## config.mk

```make
export PLATFORM = sky130hd
export DESIGN_NAME = frame_unloader_flat
export DESIGN_NICKNAME = d
export VERILOG_FILES = /design/src/rtl/frame_unloader_if.sv /design/src/rtl/frame_unloader.sv /design/src/flat_wrapper.sv
export SDC_FILE = /design/constraint.sdc
export NUM_CORES = 1
export LEC_CHECK = 0
export CORE_UTILIZATION = 52
export DETAILED_ROUTE_END_ITERATION = 8
export GPL_ROUTABILITY_DRIVEN = 0
export PLACE_DENSITY = 0.92
export SETUP_SLACK_MARGIN = 0.5
export SLEW_MARGIN = 20
export SYNTH_ARGS = -nofsm -noshare
export SYNTH_HDL_FRONTEND = slang
export SYNTH_SLANG_ARGS = --single-unit
```

## constraint.sdc

```tcl
create_clock -name clk -period 2.5 [get_ports clk]
set_clock_uncertainty 0.05 [all_clocks]
set_input_delay 0.375 -clock clk [delete_from_list [all_inputs] [get_ports clk]]
set_output_delay 0.375 -clock clk [all_outputs]
set_load 0.02 [all_outputs]
```

## src/rtl/frame_unloader_if.sv

```systemverilog
// Handshake bundle for the frame unloader: one frame-wide input channel
// and one word-wide streaming output channel with first/last markers.
interface frame_unloader_if #(
  parameter int W = 3,
  parameter int N = 5
);
  logic             in_valid;
  logic             in_ready;
  logic [N*W-1:0]   in_data;
  logic             out_valid;
  logic             out_ready;
  logic [W-1:0]     out_data;
  logic             out_first;
  logic             out_last;
  logic             busy;

  // Side that offers frames and consumes words.
  modport master (
    output in_valid, in_data, out_ready,
    input  in_ready, out_valid, out_data, out_first, out_last, busy
  );

  // The unloader itself.
  modport slave (
    input  in_valid, in_data, out_ready,
    output in_ready, out_valid, out_data, out_first, out_last, busy
  );
endinterface

```

## src/rtl/frame_unloader.sv

```systemverilog
// Parallel-in, serial-out frame unloader. Takes one N-word frame in a single
// handshake, then streams the words out LSB word first with first/last markers.
// A new frame may be taken on the handshake of the last word, so consecutive
// frames stream without a bubble. in_ready is the only combinational output.
module frame_unloader #(
  parameter int W = 3,
  parameter int N = 5
) (
  input  logic               clk,
  input  logic               rstn,
  frame_unloader_if.slave    bus
);

  localparam int              IW       = (N > 1) ? $clog2(N) : 1;
  localparam logic [IW-1:0]   LAST_IDX = IW'(N - 1);
  localparam logic            N_IS_ONE = (LAST_IDX == IW'(0));

  typedef enum logic {
    IDLE  = 1'b0,
    SHIFT = 1'b1
  } state_t;

  state_t             state_r;
  logic [N*W-1:0]     shreg_r;
  logic [IW-1:0]      index_r;
  logic               out_valid_r;
  logic [W-1:0]       out_data_r;
  logic               out_first_r;
  logic               out_last_r;

  logic [N*W-1:0]     shreg_shifted_s;
  logic               at_last_s;
  logic               out_hs_s;

  // Zero fill on the shift keeps out_data defined once the frame is drained.
  assign shreg_shifted_s = shreg_r >> W;
  assign at_last_s       = (index_r == LAST_IDX);
  assign out_hs_s        = out_valid_r & bus.out_ready;

  // A frame can be taken when idle, or in the same cycle the last word leaves.
  assign bus.in_ready = (state_r == IDLE) |
                        ((state_r == SHIFT) & at_last_s & bus.out_ready);

  assign bus.out_valid = out_valid_r;
  assign bus.out_data  = out_data_r;
  assign bus.out_first = out_first_r;
  assign bus.out_last  = out_last_r;
  assign bus.busy      = out_valid_r;

  // Frame sequencer: loads, shifts and reloads the frame, registering all outputs.
  always_ff @(posedge clk or negedge rstn) begin
    if (!rstn) begin
      state_r     <= IDLE;
      shreg_r     <= '0;
      index_r     <= '0;
      out_valid_r <= 1'b0;
      out_data_r  <= '0;
      out_first_r <= 1'b0;
      out_last_r  <= 1'b0;
    end else begin
      case (state_r)
        IDLE: begin
          if (bus.in_valid) begin
            state_r     <= SHIFT;
            shreg_r     <= bus.in_data;
            index_r     <= '0;
            out_valid_r <= 1'b1;
            out_data_r  <= bus.in_data[W-1:0];
            out_first_r <= 1'b1;
            out_last_r  <= N_IS_ONE;
          end else begin
            state_r     <= IDLE;
          end
        end

        SHIFT: begin
          if (out_hs_s && !at_last_s) begin
            shreg_r     <= shreg_shifted_s;
            index_r     <= index_r + IW'(1);
            out_data_r  <= shreg_shifted_s[W-1:0];
            out_first_r <= 1'b0;
            out_last_r  <= ((index_r + IW'(1)) == LAST_IDX);
          end else if (out_hs_s && bus.in_valid) begin
            // Back-to-back: the next frame replaces the drained one directly.
            shreg_r     <= bus.in_data;
            index_r     <= '0;
            out_data_r  <= bus.in_data[W-1:0];
            out_first_r <= 1'b1;
            out_last_r  <= N_IS_ONE;
          end else if (out_hs_s) begin
            state_r     <= IDLE;
            shreg_r     <= '0;
            index_r     <= '0;
            out_valid_r <= 1'b0;
            out_data_r  <= '0;
            out_first_r <= 1'b0;
            out_last_r  <= 1'b0;
          end else begin
            // Stalled downstream: everything holds.
            state_r     <= SHIFT;
          end
        end

        default: begin
          state_r     <= IDLE;
          shreg_r     <= '0;
          index_r     <= '0;
          out_valid_r <= 1'b0;
          out_data_r  <= '0;
          out_first_r <= 1'b0;
          out_last_r  <= 1'b0;
        end
      endcase
    end
  end

endmodule

```

## src/flat_wrapper.sv

```systemverilog
// flat-port wrapper written by rule: the top's interface ports become plain ports
module frame_unloader_flat 
#(
  parameter int W = 3,
  parameter int N = 5
)
  (clk, rstn, bus_in_valid, bus_in_data, bus_out_ready, bus_in_ready, bus_out_valid, bus_out_data, bus_out_first, bus_out_last, bus_busy);
  frame_unloader_if #(.W(W), .N(N)) bus_i ();
  input  logic clk;
  input  logic rstn;
  input wire logic [$bits(bus_i.in_valid)-1:0] bus_in_valid;
  input wire logic [$bits(bus_i.in_data)-1:0] bus_in_data;
  input wire logic [$bits(bus_i.out_ready)-1:0] bus_out_ready;
  output wire logic [$bits(bus_i.in_ready)-1:0] bus_in_ready;
  output wire logic [$bits(bus_i.out_valid)-1:0] bus_out_valid;
  output wire logic [$bits(bus_i.out_data)-1:0] bus_out_data;
  output wire logic [$bits(bus_i.out_first)-1:0] bus_out_first;
  output wire logic [$bits(bus_i.out_last)-1:0] bus_out_last;
  output wire logic [$bits(bus_i.busy)-1:0] bus_busy;
  assign bus_i.in_valid = bus_in_valid;
  assign bus_i.in_data = bus_in_data;
  assign bus_i.out_ready = bus_out_ready;
  assign bus_in_ready = bus_i.in_ready;
  assign bus_out_valid = bus_i.out_valid;
  assign bus_out_data = bus_i.out_data;
  assign bus_out_first = bus_i.out_first;
  assign bus_out_last = bus_i.out_last;
  assign bus_busy = bus_i.busy;
  frame_unloader #(.W(W), .N(N)) u_core (.clk(clk), .rstn(rstn), .bus(bus_i));
endmodule
```

Word-level counts from Yosys, hierarchy flattened --
Cells that the tools add are included. Widths: inputs -> output; s select.
Cells by class: reduce and logical (&&, ||, !) cells 5, muxes and demuxes 31, add/sub/neg operators 1, bitwise logic cells 5, eq/ne operators 7
Operators by type and width (count):
- $mux 15 | 4
- $pmux 15 s2 | 1
- $mux 3 | 7
- $mux 1 | 13
- $pmux 3 s2 | 2
- $ne 2x2->1 const B | 4
- $pmux 1 s2 | 4
- $eq 3x3->1 const B | 2
- $ne 4x4->1 const B | 1
- $reduce_and 4->1 | 1
- $add 3x1->3 const B | 1
- $and 1x1->1 | 3
- $logic_and 1x1->1 | 2
- $reduce_and 2->1 | 1
- $logic_not 1->1 | 1
- $not 1->1 | 1
- $or 1x1->1 | 1
Word-level totals: output and inout bits 8, register bits after elaboration 25

Logic depth before layout (Yosys ltp) --
depth after elaboration 5, gate-level depth with buffers 6

Least setup slack after synthesis --
OpenSTA, ideal clock, no wires.
kind register to register, from register u_core.index_r[0], to register u_core.shreg_r[7], arrival 1291 ps, buffers on the path 1, stages on the path, launching flop included 7, setup slack 1035 ps, cell sequence dfrtp_1 -> inv_1 -> ha_1 -> nand2_1 -> clkbuf_1 -> and3_1 -> a211o_1
On the way: longest elaborated chain between the ends 5, elaborated cells between the ends (all ways) 7, those cells by class 2 x eq/ne; 2 x mux; 3 x reduce/logical
Ends and longest elaborated chain:
- start, declared | line frame_unloader.sv:25 | logic [IW-1:0] index_r;
- start signal, assigned | line frame_unloader.sv:79 | index_r <= index_r + IW'(1);
- $eq 3x3->1 * | line frame_unloader.sv:37 | assign at_last_s = (index_r == LAST_IDX);
- $logic_not 1->1 * | line frame_unloader.sv:77 | if (out_hs_s && !at_last_s) begin
- $logic_and 1x1->1 * | line frame_unloader.sv:77
- $ne 4x4->1 (no line) or $mux 15 (tied branches)
- $reduce_and 2->1 (no line) or $pmux 15 s2 (tied branches)
- end signal, assigned | line frame_unloader.sv:65 | shreg_r <= bus.in_data;
- end signal, assigned | line frame_unloader.sv:78 | shreg_r <= shreg_shifted_s;
- end signal, assigned | line frame_unloader.sv:85 | shreg_r <= bus.in_data;
- end, declared | line frame_unloader.sv:24 | logic [N*W-1:0] shreg_r;
Mark *: on every way between the ends. The rest lies on a longest branch, timed or not. A chain may end at the register's enable or synchronous reset.

Final worst setup path --
from register u_core.index_r[0], to output port bus_in_ready
On the way: longest elaborated chain between the ends 4
Ends and longest elaborated chain:
- $eq 3x3->1 | line frame_unloader.sv:37
- $and 1x1->1 (2 in series) | line frame_unloader.sv:42 | ((state_r == SHIFT) & at_last_s & bus.out_ready);
- $or 1x1->1 | line frame_unloader.sv:41 | assign bus.in_ready = (state_r == IDLE) |
- end, declared | line flat_wrapper.sv:14 | output wire logic [$bits(bus_i.in_ready)-1:0] bus_in_ready;
Every way passes these cells.

==> qor.csv <==
metric,value,unit
status,"complete, no violations",
wl,2.18,mm
ys_seq_area_share,49.4,%
diodes,0,
htreeDepth,1,
p_leak,0.760,nW
track_usage,20.8,%
cp_slowest_stage_delay,420,ps
fp-row-count,16,
first_pass_iters,4,
timing.critical_path.buf_inv,2,
via_per_inst,5.72,
coreArea,1980,um2
cpLargestDelayFamily,flip-flops,
crit_path_end_kind,primary output,
fin_util,69.4,%
cts.clk_slew.worst_paths,110,ps
grt_pass1_vias,812,
dieHeight,48.3,um
drv_cap,0,
synthesis.nets,122,
tightest_slew,412,ps
cp.arrival,1480,ps
crit_required,2080,ps
design_area,1380,um2
drive_gt1_share,16.4,%
grt_overflow,0,
hold_viol,0,
synthFlopType,dfrtp_1,
cts_buffers,3,
instances_no_fill,149,
rsz0062_at_grt,no,
io_pins,27,
fin_hold_ws,355,ps
layout_min_cycle_time,1910,ps
clkLatencyLatePin,310,ps
netlist_top_cells_area,"dfrtp_1 (49%), and3_1 (13%), a211o_1 (5.5%)",
max_freq,524,MHz
p_per_area,640,nW/um2
relSlewSlack,72.5,%
synth_top_cell_area_share,49.4,%
placed_cells,146,
final_nets,146,
ys_top_cells_by_count,"and3_1 (24), dfrtp_1 (22), a211o_1 (7), nand3_1 (6)",
dp_hpwl,1.36,mm
synth_edf_count,0,
area_delta_synth_final,23.5,%
peakVddDrop,0.407,mV
clockBufferDepth,2,
yosysMostFrequentCell,and3_1,
yosysUniqueCellTypes,24,
yosys_warnings,0,
io_buffer_count,26,
drc,0,
cts_root_buffer,clkbuf_4,
cts_setup_buffers,0,
grt_max_degree,23,
hp-class,primary input to asynchronous set/reset pin,
cp-start-kind,flop,
ys_ff_latch,22,
die_area,2330,um2
yosysTopAreaCell,dfrtp_1,
cp_slowest_cell,dfrtp_1,
syn_area_per_cell,11.1,um2
drt_iter0_drc,10,
cts_tree,done,
worstSetupPathType,flop to primary output,
grt_pass1_wl,3.68,mm
postRouteAntennaNets,0,
path_max_fanout,4,
initial_core_util,56.2,%
antenna_found_initial,0,
synth.cell_area,1110,um2
setup_violations,0,
clock-sinks,22,
cp_cell_sequence,inv_1 > ha_1 > nand3_1 > nand2_1 > dlygate4sd2_1,
fin_setup_tns,0,ps
die_w,48.3,um
finalMaxSlewViolations,0,
via_count,853,
period_share,76.3,%
wl_per_cell,14.6,um
synthArstFlopShare,100,%
synthCells,100,
placed_area,1360,um2
==> where the power goes <==
group	total (mW)	internal, mW	switching (mW)	leakage, nW
logic	0.250	0.149	0.101	0.461
clock network	0.159	0.0564	0.103	0.0138
registers	0.472	0.434	0.0386	0.285
total	0.881	0.639	0.242	0.760
==> cell families (layout without fill, tap and decap cells) <==
kind of cell | Yosys count | after routing | share of synthesized area, %
flip-flops | 22 | 22 | 49.4
AO/OA/AOI/OAI | 22 | 22 | 17.4
adder cells (fa/ha/maj) | 3 | 3 | 3.37
buffers and inverters | 12 | 34 | 7.18
AND/OR/NAND/NOR | 41 | 41 | 22.7
==> cell usage in the layout, fill, tap and decap left out <==
cell type	instances
nor2_1	1
buf_4	2
a21o_2	2
and3_1	24
a211o_2	5
o2bb2ai_1	1
a211o_1	7
clkdlybuf4s50_1	25
a22o_2	3
a21boi_2	1
inv_1	3
ha_1	3
dlygate4sd2_1	1
a21oi_1	1
o21ai_0	2
nand2b_4	1
nand2_1	5
clkbuf_4	3
nand3_2	1
and3_4	1
and2_4	1
nand4_1	1
nand3_1	6
dfrtp_1	22
==> worst paths after layout <==
| path | startpoint | endpoint | slack, ps | cells past startpoint |
|---|---|---|---|---|
| hold reg to reg | u_core.bus.out_first$_DFFE_PN0P_ | u_core.bus.out_first$_DFFE_PN0P_ | 450 | 1 |
| setup reg to reg | u_core.index_r[0]$_DFFE_PN0P_ | u_core.shreg_r[6]$_DFFE_PN0P_ | 800 | 5 |
| setup / recovery | u_core.index_r[0]$_DFFE_PN0P_ | bus_in_ready | 590 | 5 |
| hold / removal | rstn | u_core.shreg_r[3]$_DFFE_PN0P_ | 360 | 2 |
| max in group asynchronous | rstn | u_core.bus.out_last$_DFFE_PN0P_ | 1830 | 2 |
| min in group clk | u_core.bus.out_first$_DFFE_PN0P_ | u_core.bus.out_first$_DFFE_PN0P_ | 450 | 1 |
==> per-stage QoR <==
stage / worst slack, ps / total power [mW]
4_1_cts: 577 / 0.892
6_report: 593 / 0.881
5_1_grt: 507 / 0.939
3_5_place_dp: 379 / 0.728
2_1_floorplan: 1040 / 0.647
3_3_place_gp: 411 / 0.720
==> routing by layer <==
| layer | GRT usage [%] | part of all wire [%] | vias to the layer above |
|---|---|---|---|
| met5 | 0 | 0 | - |
| met1 | 28.6 | 49 | 409 |
| met4 | 11.8 | 2.4 | 0 |
| met2 | 31.7 | 44 | 30 |
| met3 | 2.83 | 4.6 | 5 |
| li1 | - | - | 409 |
==> layout make-up <==
class | instances | area, um2
fillers | 133 | 606
flip-flops and latches | 22 | 551
multi-input cells | 66 | 484
repair buffers | 28 | 274
well taps | 27 | 33.8
clock buffers | 3 | 22.5
inverters | 3 | 11.3
==> flip-flops by register name, summed over array words and instances (netlist names) <==
| signal | flops |
|---|---|
| u_core.state_r | 1 |
| u_core.index_r | 3 |
| u_core.bus.out_data | 2 |
| u_core.bus.out_last | 1 |
| u_core.bus.out_first | 1 |
| u_core.shreg_r | 13 |
| u_core.bus.busy | 1 |
==> repair_timing <==
action / CTS / global route
endpoints found under the setup margin: 1 / 0
endpoints found under the hold margin: 0 / 0
hold buffers: 0 / 0
gates resized for setup: 1 / 0
Power figures use the tool's default switching activity.
